**src/rtl/serial_rx_param.sv**
```systemverilog
`default_nettype none
// +----------------------------------------------------------------------------+
// | Module   : serial_rx_param                                                 |
// | Purpose  : One-bit-per-clock serial frame receiver (start, LSB-first data, |
// |            optional parity, 1-2 stop bits) with a one-deep holding register|
// |            and error pulses. Define SERIAL_RX_ERR_CNT_EN to add the        |
// |            saturating error counter (i_err_clr / o_err_cnt).               |
// | Revision : 1.0 - initial release                                           |
// +----------------------------------------------------------------------------+
module serial_rx_param #(
  parameter int DATA_W    = 8,
  parameter int PARITY    = 1,
  parameter int STOP_BITS = 1
) (
  input  logic              clk,
  input  logic              rst_n,
  input  logic              i_data,
  output logic [DATA_W-1:0] o_data,
  output logic              o_valid,
  input  logic              i_ready,
  output logic              o_parity_err,
  output logic              o_frame_err,
  output logic              o_overrun
`ifdef SERIAL_RX_ERR_CNT_EN
  ,
  input  logic              i_err_clr,
  output logic [7:0]        o_err_cnt
`endif
);

  localparam int CNT_W = $clog2(DATA_W);
  localparam logic [CNT_W-1:0] c_last_bit  = CNT_W'(DATA_W - 1);
  localparam logic             c_last_stop = 1'(STOP_BITS - 1);

  typedef enum logic [2:0] {
    S_IDLE     = 3'd0,
    S_DATA     = 3'd1,
    S_PAR      = 3'd2,
    S_STOP     = 3'd3,
    S_ERR_WAIT = 3'd4
  } state_t;

  state_t            r_state;
  logic [CNT_W-1:0]  r_bit_cnt;
  logic              r_stop_cnt;
  logic [DATA_W-1:0] r_shift;
  logic              r_par_ok;
  logic [DATA_W-1:0] r_data;
  logic              r_valid;
  logic              r_parity_err;
  logic              r_frame_err;
  logic              r_overrun;
  logic              w_par_ok;

  always_comb begin
    w_par_ok = 1'b1;
    if (PARITY == 1)      w_par_ok = (^r_shift) ^ i_data;
    else if (PARITY == 2) w_par_ok = ~((^r_shift) ^ i_data);
  end

  always_ff @(posedge clk or negedge rst_n) begin
    if (!rst_n) begin
      r_state      <= S_IDLE;
      r_bit_cnt    <= '0;
      r_stop_cnt   <= 1'b0;
      r_shift      <= '0;
      r_par_ok     <= 1'b1;
      r_data       <= '0;
      r_valid      <= 1'b0;
      r_parity_err <= 1'b0;
      r_frame_err  <= 1'b0;
      r_overrun    <= 1'b0;
    end else begin
      r_parity_err <= 1'b0;
      r_frame_err  <= 1'b0;
      r_overrun    <= 1'b0;
      if (r_valid && i_ready) r_valid <= 1'b0;

      case (r_state)
        S_IDLE: begin
          if (!i_data) begin
            r_state   <= S_DATA;
            r_bit_cnt <= '0;
          end
        end
        S_DATA: begin
          // LSB arrives first, so shift in from the top
          r_shift   <= {i_data, r_shift[DATA_W-1:1]};
          r_bit_cnt <= r_bit_cnt + 1'b1;
          if (r_bit_cnt == c_last_bit) begin
            r_bit_cnt  <= '0;
            r_stop_cnt <= 1'b0;
            r_par_ok   <= 1'b1;
            r_state    <= (PARITY == 0) ? S_STOP : S_PAR;
          end
        end
        S_PAR: begin
          r_par_ok <= w_par_ok;
          r_state  <= S_STOP;
        end
        S_STOP: begin
          if (!i_data) begin
            r_frame_err <= 1'b1;
            r_state     <= S_ERR_WAIT;
          end else if (r_stop_cnt == c_last_stop) begin
            r_state <= S_IDLE;
            if (!r_par_ok) begin
              r_parity_err <= 1'b1;
            end else if (r_valid && !i_ready) begin
              r_overrun <= 1'b1;
            end else begin
              // also covers the same-edge consume-and-replace case
              r_data  <= r_shift;
              r_valid <= 1'b1;
            end
          end else begin
            r_stop_cnt <= r_stop_cnt + 1'b1;
          end
        end
        S_ERR_WAIT: begin
          if (i_data) r_state <= S_IDLE;
        end
        default: r_state <= S_IDLE;
      endcase
    end
  end

  assign o_data       = r_data;
  assign o_valid      = r_valid;
  assign o_parity_err = r_parity_err;
  assign o_frame_err  = r_frame_err;
  assign o_overrun    = r_overrun;

`ifdef SERIAL_RX_ERR_CNT_EN
  logic [7:0] r_err_cnt;

  always_ff @(posedge clk or negedge rst_n) begin
    if (!rst_n) begin
      r_err_cnt <= 8'd0;
    end else if (i_err_clr) begin
      r_err_cnt <= 8'd0;
    end else if ((r_parity_err || r_frame_err || r_overrun) && (r_err_cnt != 8'hFF)) begin
      r_err_cnt <= r_err_cnt + 8'd1;
    end
  end

  assign o_err_cnt = r_err_cnt;
`endif

endmodule
`default_nettype wire

```
**config.mk**
```make
export PLATFORM = sky130hd
export DESIGN_NAME = serial_rx_param
export DESIGN_NICKNAME = d
export VERILOG_FILES = /design/src/rtl/serial_rx_param.sv
export SDC_FILE = /design/constraint.sdc
export NUM_CORES = 1
export LEC_CHECK = 0
export CORE_ASPECT_RATIO = 1.25
export CORE_UTILIZATION = 50
export DETAILED_ROUTE_END_ITERATION = 10
export DONT_BUFFER_PORTS = 1
export SETUP_SLACK_MARGIN = 0.4
export SLEW_MARGIN = 5
export SYNTH_ARGS = -nofsm -noshare
export SYNTH_HDL_FRONTEND = slang
export SYNTH_SLANG_ARGS = --single-unit
```
**constraint.sdc**
```tcl
create_clock -name clk -period 1.6 [get_ports clk]
set_input_delay 0.24 -clock clk [delete_from_list [all_inputs] [get_ports clk]]
set_output_delay 0.24 -clock clk [all_outputs]
set_load 0.01 [all_outputs]
```
Word level (Yosys, flattened, before mapping)
Index checks and enable logic that the tools add are counted.
{"block": "word_totals", "in_bits": 4, "out_inout_bits": 12, "wordCells": 70, "reg_bits": 28}
{"block": "classes", "reduce_logical": 13, "mux": 32, "bitwise": 3, "eq_ne": 10, "n_addsub": 2}
{"op": "$mux 1", "count": 21}
{"op": "$mux 3", "count": 7}
{"op": "$pmux 3 s5", "count": 1}
{"op": "$ne 2x2->1 const B", "count": 4}
{"op": "$reduce_xor 8->1", "count": 1}
{"op": "$eq 3x2->1 const B", "count": 2}
{"op": "$eq 3x3->1 const B", "count": 2}
{"op": "$pmux 3 s2", "count": 1}
{"op": "$reduce_bool 2->1", "count": 3}
{"op": "$reduce_and 5->1", "count": 1}
{"op": "$pmux 1 s2", "count": 2}
{"op": "$reduce_and 2->1", "count": 2}
{"op": "$reduce_and 4->1", "count": 1}
{"op": "$add 3x1->3 const B", "count": 1}
{"op": "$eq 3x1->1 const B", "count": 1}
{"op": "$logic_not 3->1", "count": 1}
{"op": "$ne 3x3->1 const B", "count": 1}
{"op": "$reduce_and 3->1", "count": 1}
{"op": "$logic_and 1x1->1", "count": 2}
{"op": "$not 1->1", "count": 2}
{"op": "$add 1x1->1 const B", "count": 1}
{"op": "$logic_not 1->1", "count": 1}
{"op": "$xor 1x1->1", "count": 1}

Depth between registers and ports, before layout
Gate-level depths: netlist of run 1.
{"block": "logic_depth", "word_depth": 7, "depth_mapped": 6, "ltp_nobuf": 6}

Worst setup path after synthesis of run 1
Ideal clock, no wire load.
{"block": "synth_timing", "kind": "reg2reg", "startpoint": "register r_shift[3]", "endpoint": "register r_par_ok", "n_path_buf": 0, "arrival_ps": 1194, "path_stages_with_launch": 5, "t_required_ps": 1527, "path_slack_ps": 333, "synth_period_minus_slack_ps": 1267, "setup_ps": 73, "path_cell_list": "dfrtp_1 > xor2_1 > xnor3_1 > xnor2_1 > a21oi_1"}
{"block": "synth_between", "elab_chain_cells": 3}
{"item": "start: declaration", "line": "46", "text": "logic [DATA_W-1:0] r_shift;"}
{"item": "start signal: assignment", "line": "88", "text": "r_shift <= {i_data, r_shift[DATA_W-1:1]};"}
{"item": "$reduce_xor 8->1", "line": "57", "text": "if (PARITY == 1) w_par_ok = (^r_shift) ^ i_data;"}
{"item": "$xor 1x1->1", "line": "57"}
{"item": "$pmux 1 s2", "line": "79", "text": "case (r_state)"}
{"item": "end signal: assignment", "line": "98", "text": "r_par_ok <= w_par_ok;"}
{"item": "end: declaration", "line": "47", "text": "logic r_par_ok;"}
No other way between the ends.
A chain may end at the register's enable or synchronous reset.

Worst setup path after layout of run 1
{"block": "layout_timing", "startpoint": "register r_shift[4]", "endpoint": "register r_par_ok"}
The elaborated chain is that of the path after synthesis.

==> results by group, run 1 <==
Yosys
  – Syn avg cell area: 11.7 um^2
  – Largest cells by area after synthesis: dfrtp_1 56%, mux2_2 8.8%, nand2_1 8.1%
  – Post-synth EDFFs: 0
  – Asr flop ratio synth: between 90% and 100%
  – Adder-Cell Fraction of Synth Area: 2.16%
  – Top_reg_cell synth: dfrtp_1
  – Synth unique cells: 27
  – Top-area cell type share of the netlist area: approximately 56%
  – Register area share after synthesis: 58.5%
  – Post-synthesis mux area share: under 10%
  – Yosys reg bits: 27
  – Simple-gate share of the synthesized area: roughly 17%
  – Synth warn: 0
  – Synth top cells by count: 26 x dfrtp_1, 25 x nand2_1, 9 x mux2_2, 6 x nor2_1, 5 x xnor2_1
  – Synth Instances: 99
  – Mapped Area: 0.00116 mm^2
  – Synth Area in XOR/XNOR: under 10%
  – Synth Area in Compound Gates: between 4 and 5%
  – Post-synth top area cell: dfrtp_1
  – Top-count cell post-synth: dfrtp_1
  – Syn nets: about 110
  – Largest family of logic cells by synthesized area: simple AND/OR/NAND/NOR gates

Clock network
  – Clock tree buffer depth: 2
  – CTS Buf Count: 3
  – CTS tree: done
  – H-tree levels: 1
  – Clk pin slew, worst setup/hold paths: between 0.1 and 0.15 ns
  – Clk sinks: 27
  – Skew-Pair Late Insertion Delay: 0.32 ns
  – Clk root buf: clkbuf_4

Floorplanning
  – Die Y: 55.8 um
  – FP Rows: 19
  – Top-Level Pins: 16
  – Core Region: roughly 0.0022 mm^2
  – Die area: approximately 0.0025 mm^2
  – Chip width: ~45 um
  – Initial Utilization: around 53%

Finish
  – Post-Layout Cell Count: between 150 and 200
  – Post-layout net count: 127
  – Filler cells: around 190
  – Multi-input gate area: approximately 550 um^2
  – Area Overhead vs Synth: 28.1%
  – Antenna Cells: 0
  – Register area: 681 um^2
  – Util after Layout: around two thirds
  – Fraction of layout cells with a size suffix above 1: 43.3%

Critical path
  – Setup CP Type: reg2reg
  – CP startpoint: r_shift[4]
  – Setup slack, reg-to-reg: 0.25 ns
  – RR Endpoint: r_par_ok
  – CP startpoint kind: register
  – Critical path peak fanout: 2
  – WP data arrival: about 1.6 ns
  – Worst EP required: about 1.9 ns
  – R2R Path Start: r_shift[4]
  – CP endpoint kind: register
  – Worst Reg-to-Reg Cells: 4

STA
  – Final hold viol count: 0
  – Worst Skew: around 0.0044 ns
  – # setup viols final: 0
  – Fin crit period: 1.35 ns
  – Max Slew Vio Count: 0
  – Fmax achieved: approximately 740 MHz
  – Tcrit/Tclk final: approximately 84%
  – Final TNS setup: 0 ns
  – Worst hold slack: about 0.057 ns
  – Worst rel slew slack: between 80 and 90%
  – RSZ-0062 raised after global routing: yes
  – Worst Max-Slew Pin Slew: roughly 0.25 ns

Power
  – Tot Pwr: between 2000 and 3000 uW
  – Max IR drop VDD: 1.19 mV
  – Leakage power: approximately 0.00071 uW
  – Power per Cell Area: around 2000 mW/mm^2

Min path
  – Hold WC Path Type: in2reg
  – Hold Crit Start: i_data
  – WHS Path Cells: 2
  – Hold Path End: o_overrun

Placed design
  – Placed insts: ~130
  – PortBufs: 0
  – Detailed placement HPWL: about 1200 um
  – GPL Wtd Cong: approximately 0.7

Drt
  – Drt first pass iters: 4
  – Wire length per cell: approximately 14 um
  – Total length of routed wires: around 2200 um
  – DRC: 0
  – DRT iter0 DRCs: 18
  – Routed vias/inst: 5.09
  – Antenna-violating nets left: 0
  – Via count: a little under 800

Run
  – Maxcap violations: 0

GRT
  – Vias in the first global route: ~800
  – Largest net degree at the start of global routing: 28
  – Gr usage total: 19.0%
  – Grt ovf: 0
  – Initial antenna violation count: 0
  – First-pass GRT wire length: ~3400 um

Status
  – Outcome: complete, no violations
[worst max-delay path by stage]
stage               cells after the start  slack (ns)         to
floorplan                               4        0.35   r_par_ok
global placement                        4        0.29   r_par_ok
detailed placement                      4        0.25  o_data[2]
CTS                                     4        0.25   r_par_ok
global route                            5        0.20   r_par_ok
finish                                  4        0.25   r_par_ok
[metal layers]
layer  vias up  GRT usage (%)  part of all wire (%)
li1        369              -                     -
met1       378           22.8                    44
met4         0           11.7                   2.5
met5         -              0                     0
met3         6           4.22                   2.7
met2        16           30.0                    50
[cells in the final DEF, fill, tap and decap left out, types with 2 or more instances in the layout]
cell type / synthesis / final
a21oi_1: 3 / 3
a22o_1: 2 / 2
buf_12: 0 / 2
buf_4: 1 / 14
buf_6: 0 / 2
clkbuf_4: 0 / 3
dfrtp_1: 26 / 23
dfrtp_2: 0 / 3
dlygate4sd3_1: 0 / 2
mux2_2: 9 / 7
mux2_4: 0 / 2
nand2_1: 25 / 18
nand2_2: 0 / 5
nand2_4: 0 / 2
nor2_1: 6 / 4
nor2_4: 1 / 2
xnor2_1: 5 / 4
[metrics by stage]
step / area (um^2) / worst slack (ns)
4_1_cts: 1350 / 0.252
2_1_floorplan: 1160 / 0.346
3_3_place_gp: 1190 / 0.292
3_5_place_dp: 1190 / 0.247
6_report: 1480 / 0.250
5_1_grt: 1480 / 0.202
[power breakdown]
part	leakage, uW	total, uW	internal, uW	switching (uW)
clock network	0.0000150	283	97.5	185
logic	0.000356	1380	831	547
registers	0.000342	1230	944	284
[cell type report]
cell class | instances | area share [%]
clock buffer | 4 | 1.77
timing repair buffer | 20 | 12.7
multi-input combinational | 68 | 36.8
tap | 31 | 2.62
inverter | 1 | 0.253
sequential | 27 | 45.9
[what timing repair did]
item	CTS	global route
cloned	0	0
hold endpoints to repair	30	0
setup endpoints to repair	21	17
setup buffers	7	9
resized for setup	13	16
pin swaps	0	10
hold buffers	3	0
[kinds of logic after synthesis]
group	count (synthesis)
and+or+nand+nor	41
muxes	9
xor gates and xnor gates	7
AOI/OAI and AO/OA	9
buffers and inverters	4
DFF	27
adders and majority gates	2
[critical path: stages (launching register included)]
cell and delay (ns):
dfrtp_1 0.42, xnor2_1 0.16, xnor3_1 0.42, xnor2_1 0.14, a21oi_1 0.15
[registers in the layout, indices dropped and copies added, names as in the netlist]
| signal | cells |
|---|---|
| o_overrun | 1 |
| r_shift | 8 |
| o_parity_err | 1 |
| o_data | 8 |
| r_par_ok | 1 |
| o_valid | 1 |
| r_bit_cnt | 3 |
| r_state | 3 |
| o_frame_err | 1 |
Note: power is estimated with default switching activity, not from simulation.
==> run 2, diff against run 1 <==
clock period = 1.3 ns   (was 1.6 ns; I/O delays follow)
==> run 2 against run 1 <==
  * The flow now finishes with violations (setup timing)
  * Total power increased by 24%
  * Combinational power increased by 28%
  * Register-to-register slack got worse by 0.29 ns
  * Critical path type unchanged
  * Critical endpoint unchanged
  * Largest power group unchanged
  * Highest routed layer unchanged
==> results by group, run 2 (synthesis gave the netlist of run 1 again) <==
Status
  – Outcome: finished, violations left (was complete, no violations)
  – Failing checks: setup timing

Clock network
  – Clock tree buffer depth: 2 (unchanged)
  – Clk root buf: clkbuf_4 (unchanged)
  – Clk pin slew, worst setup/hold paths: 0.14 ns (was 0.13 ns)
  – CTS tree: done (unchanged)
  – Clk sinks: 27 (unchanged)
  – CTS Buf Count: 3 (unchanged)
  – Skew-Pair Late Insertion Delay: 0.32 ns (about the same)
  – H-tree levels: 1 (unchanged)

Critical path
  – Setup slack, reg-to-reg: -0.04 ns (was 0.25 ns)
  – R2R Path Start: r_shift[5] (was r_shift[4])
  – WP data arrival: 1.60 ns (about the same)
  – Slowest Stage Delay on Critical Path: 0.43 ns (was 0.42 ns)
  – Critical path peak fanout: 2 (unchanged)
  – CP endpoint kind: register (unchanged)
  – RR Endpoint: r_par_ok (unchanged)
  – CP dominant cell by count: xnor2_1 (unchanged)
  – CP max-delay cell: xnor3_1 (was dfrtp_1)
  – Worst Reg-to-Reg Cells: 4 (unchanged)
  – CP startpoint: r_shift[5] (was r_shift[4])
  – Crit path cell chain: xnor2_1 > xnor3_1 > xnor2_1 > a21oi_1 (unchanged)
  – Setup CP Type: reg2reg (unchanged)
  – CP startpoint kind: register (unchanged)
  – Worst EP required: 1.56 ns (was 1.85 ns)
  – Critical Path End: r_par_ok (unchanged)

GRT
  – Gr usage total: 19.0% (about the same)
  – Largest net degree at the start of global routing: 28 (unchanged)
  – Initial antenna violation count: 0 (unchanged)
  – Vias in the first global route: 776 (was 792)
  – First-pass GRT wire length: 3460 um (was 3430 um)
  – Grt ovf: 0 (unchanged)

Finish
  – Post-layout net count: 126 (was 127)
  – Util after Layout: 68.6% (was 67.8%)
  – Most common cell after layout, fill and taps aside: dfrtp_1 (unchanged)
  – Area Overhead vs Synth: 29.7% (was 28.1%)
  – Commonest non-fill, non-tap cells in the layout: 24 x dfrtp_1, 16 x nand2_1, 11 x buf_4 (was 23 x dfrtp_1, 18 x nand2_1, 14 x buf_4)
  – Fraction of layout cells with a size suffix above 1: 47.1% (was 43.3%)
  – Antenna Cells: 0 (unchanged)
  – Post-route cell area: 0.00150 mm^2 (was 0.00148 mm^2)

Floorplanning
  – Die area: 0.00251 mm^2 (unchanged)
  – Die Y: 55.8 um (unchanged)
  – Initial Utilization: 52.9% (unchanged)
  – FP Rows: 19 (unchanged)
  – Top-Level Pins: 16 (unchanged)
  – Core Region: 0.00219 mm^2 (unchanged)
  – Chip width: 45.0 um (unchanged)

STA
  – Final hold viol count: 0 (unchanged)
  – Setup WS post-layout: -0.0446 ns (was 0.250 ns)
  – Worst Max-Slew Pin Slew: 0.254 ns (about the same)
  – Tcrit/Tclk final: 103% (was 84.4%)
  – Fmax achieved: 744 MHz (was 741 MHz)
  – Worst Skew: 0.00389 ns (was 0.00441 ns)
  – Worst rel slew slack: 82.9% (about the same)
  – Fin crit period: 1.34 ns (was 1.35 ns)
  – Worst hold slack: 0.116 ns (was 0.0570 ns)
  – Max Slew Vio Count: 0 (unchanged)
  – RSZ-0062 raised after global routing: yes (unchanged)
  – # setup viols final: 1 (was 0)

Placed design
  – GPL Wtd Cong: 0.748 (was 0.717)
  – Detailed placement HPWL: 1310 um (was 1220 um)
  – Post-DP Area: 0.00128 mm^2 (was 0.00119 mm^2)
  – Place WS: -0.0717 ns (was 0.247 ns)
  – PortBufs: 0 (unchanged)

Drt
  – DRC: 0 (unchanged)
  – DRT iter0 DRCs: 20 (was 18)
  – Drt first pass iters: 4 (unchanged)
  – Antenna-violating nets left: 0 (unchanged)
  – Routed vias/inst: 5.20 (was 5.09)
  – Wire length per cell: 14.0 um (was 14.3 um)
  – Total length of routed wires: 2110 um (was 2160 um)
  – Via count: 780 (was 769)

Run
  – Maxcap violations: 0 (unchanged)

Power
  – Max IR drop VDD: 1.38 mV (was 1.19 mV)
  – Leakage power: 0.000703 uW (was 0.000712 uW)
  – Power per Cell Area: 2390 mW/mm^2 (was 1950 mW/mm^2)
  – Tot Pwr: 3580 uW (was 2890 uW)

Min path
  – Hold WC Path Type: in2reg (unchanged)
## run 2: changes by cell type in the layout (fill, tap and decap cells not counted), sizes merged
cell and delta:
buf -2, dlygate4sd3 +1
## run 2: layout make-up
type | count | area (um^2)
repair buffers | 19 | 178
well taps | 31 | 38.8
fillers | 179 | 686
flip-flops and latches | 27 | 679
clock buffers | 4 | 26.3
inverters | 1 | 3.75
multi-input cells | 68 | 576
## run 2: power by group
part	switching [uW]	internal [uW]	leakage (uW)	total (uW)
sequential	300	1160	0.000342	1460
clock	236	120	0.0000150	356
combinational	755	1010	0.000346	1770
total	1290	2290	0.000703	3580
## run 2: worst min-delay path by stage
| stage | startpoint | end | slack [ns] | cells after the start |
|---|---|---|---|---|
| 2_1_floorplan | rst_n | o_data[0] | -0.10 | 0 |
| 3_3_place_gp | rst_n | o_data[6] | -0.10 | 0 |
| 3_5_place_dp | rst_n | o_data[6] | -0.10 | 0 |
| 4_1_cts | i_data | o_overrun | 0.006 | 2 |
| 5_1_grt | i_data | o_parity_err | 0.11 | 2 |
| 6_report | i_ready | o_overrun | 0.12 | 2 |
## run 2: layer usage
layer	share of wire (%)	routed length, um	GRT usage, %	vias to the layer above
li1	-	-	-	371
met1	44	925	24.3	393
met2	53	1110	30.0	12
met3	1.6	33	2.60	4
met4	1.9	39	10.4	0
met5	0	0	0	-
## run 2: what timing repair did
item                                   in CTS  in global routing
hold buffers                                3                  1
endpoints found under the hold margin      30                  2
pin swaps                                   2                 14
gates resized for setup                    13                 15
setup endpoints to repair                  39                 39
buffers inserted                            3                  3
## run 2: through the flow
step	std cells	setup TNS, ns
6_report	150	-0.0446
5_1_grt	150	-0.114
4_1_cts	146	-0.0314
3_5_place_dp	136	-0.0717
3_3_place_gp	136	0
2_1_floorplan	99	0
## run 2: worst max-delay path, delay by kind of cell, from the launching register on
| kind | cells | cell delay, ns |
|---|---|---|
| compound gates | 1 | 0.13 |
| flops | 1 | 0.41 |
| xor+xnor | 3 | 0.75 |
==> run 3, diff against run 2 <==
CTS_CLUSTER_SIZE = 24   (was default)
==> results of run 3 <==
No change in the layout: final DEF, timing and power equal those of run 2.
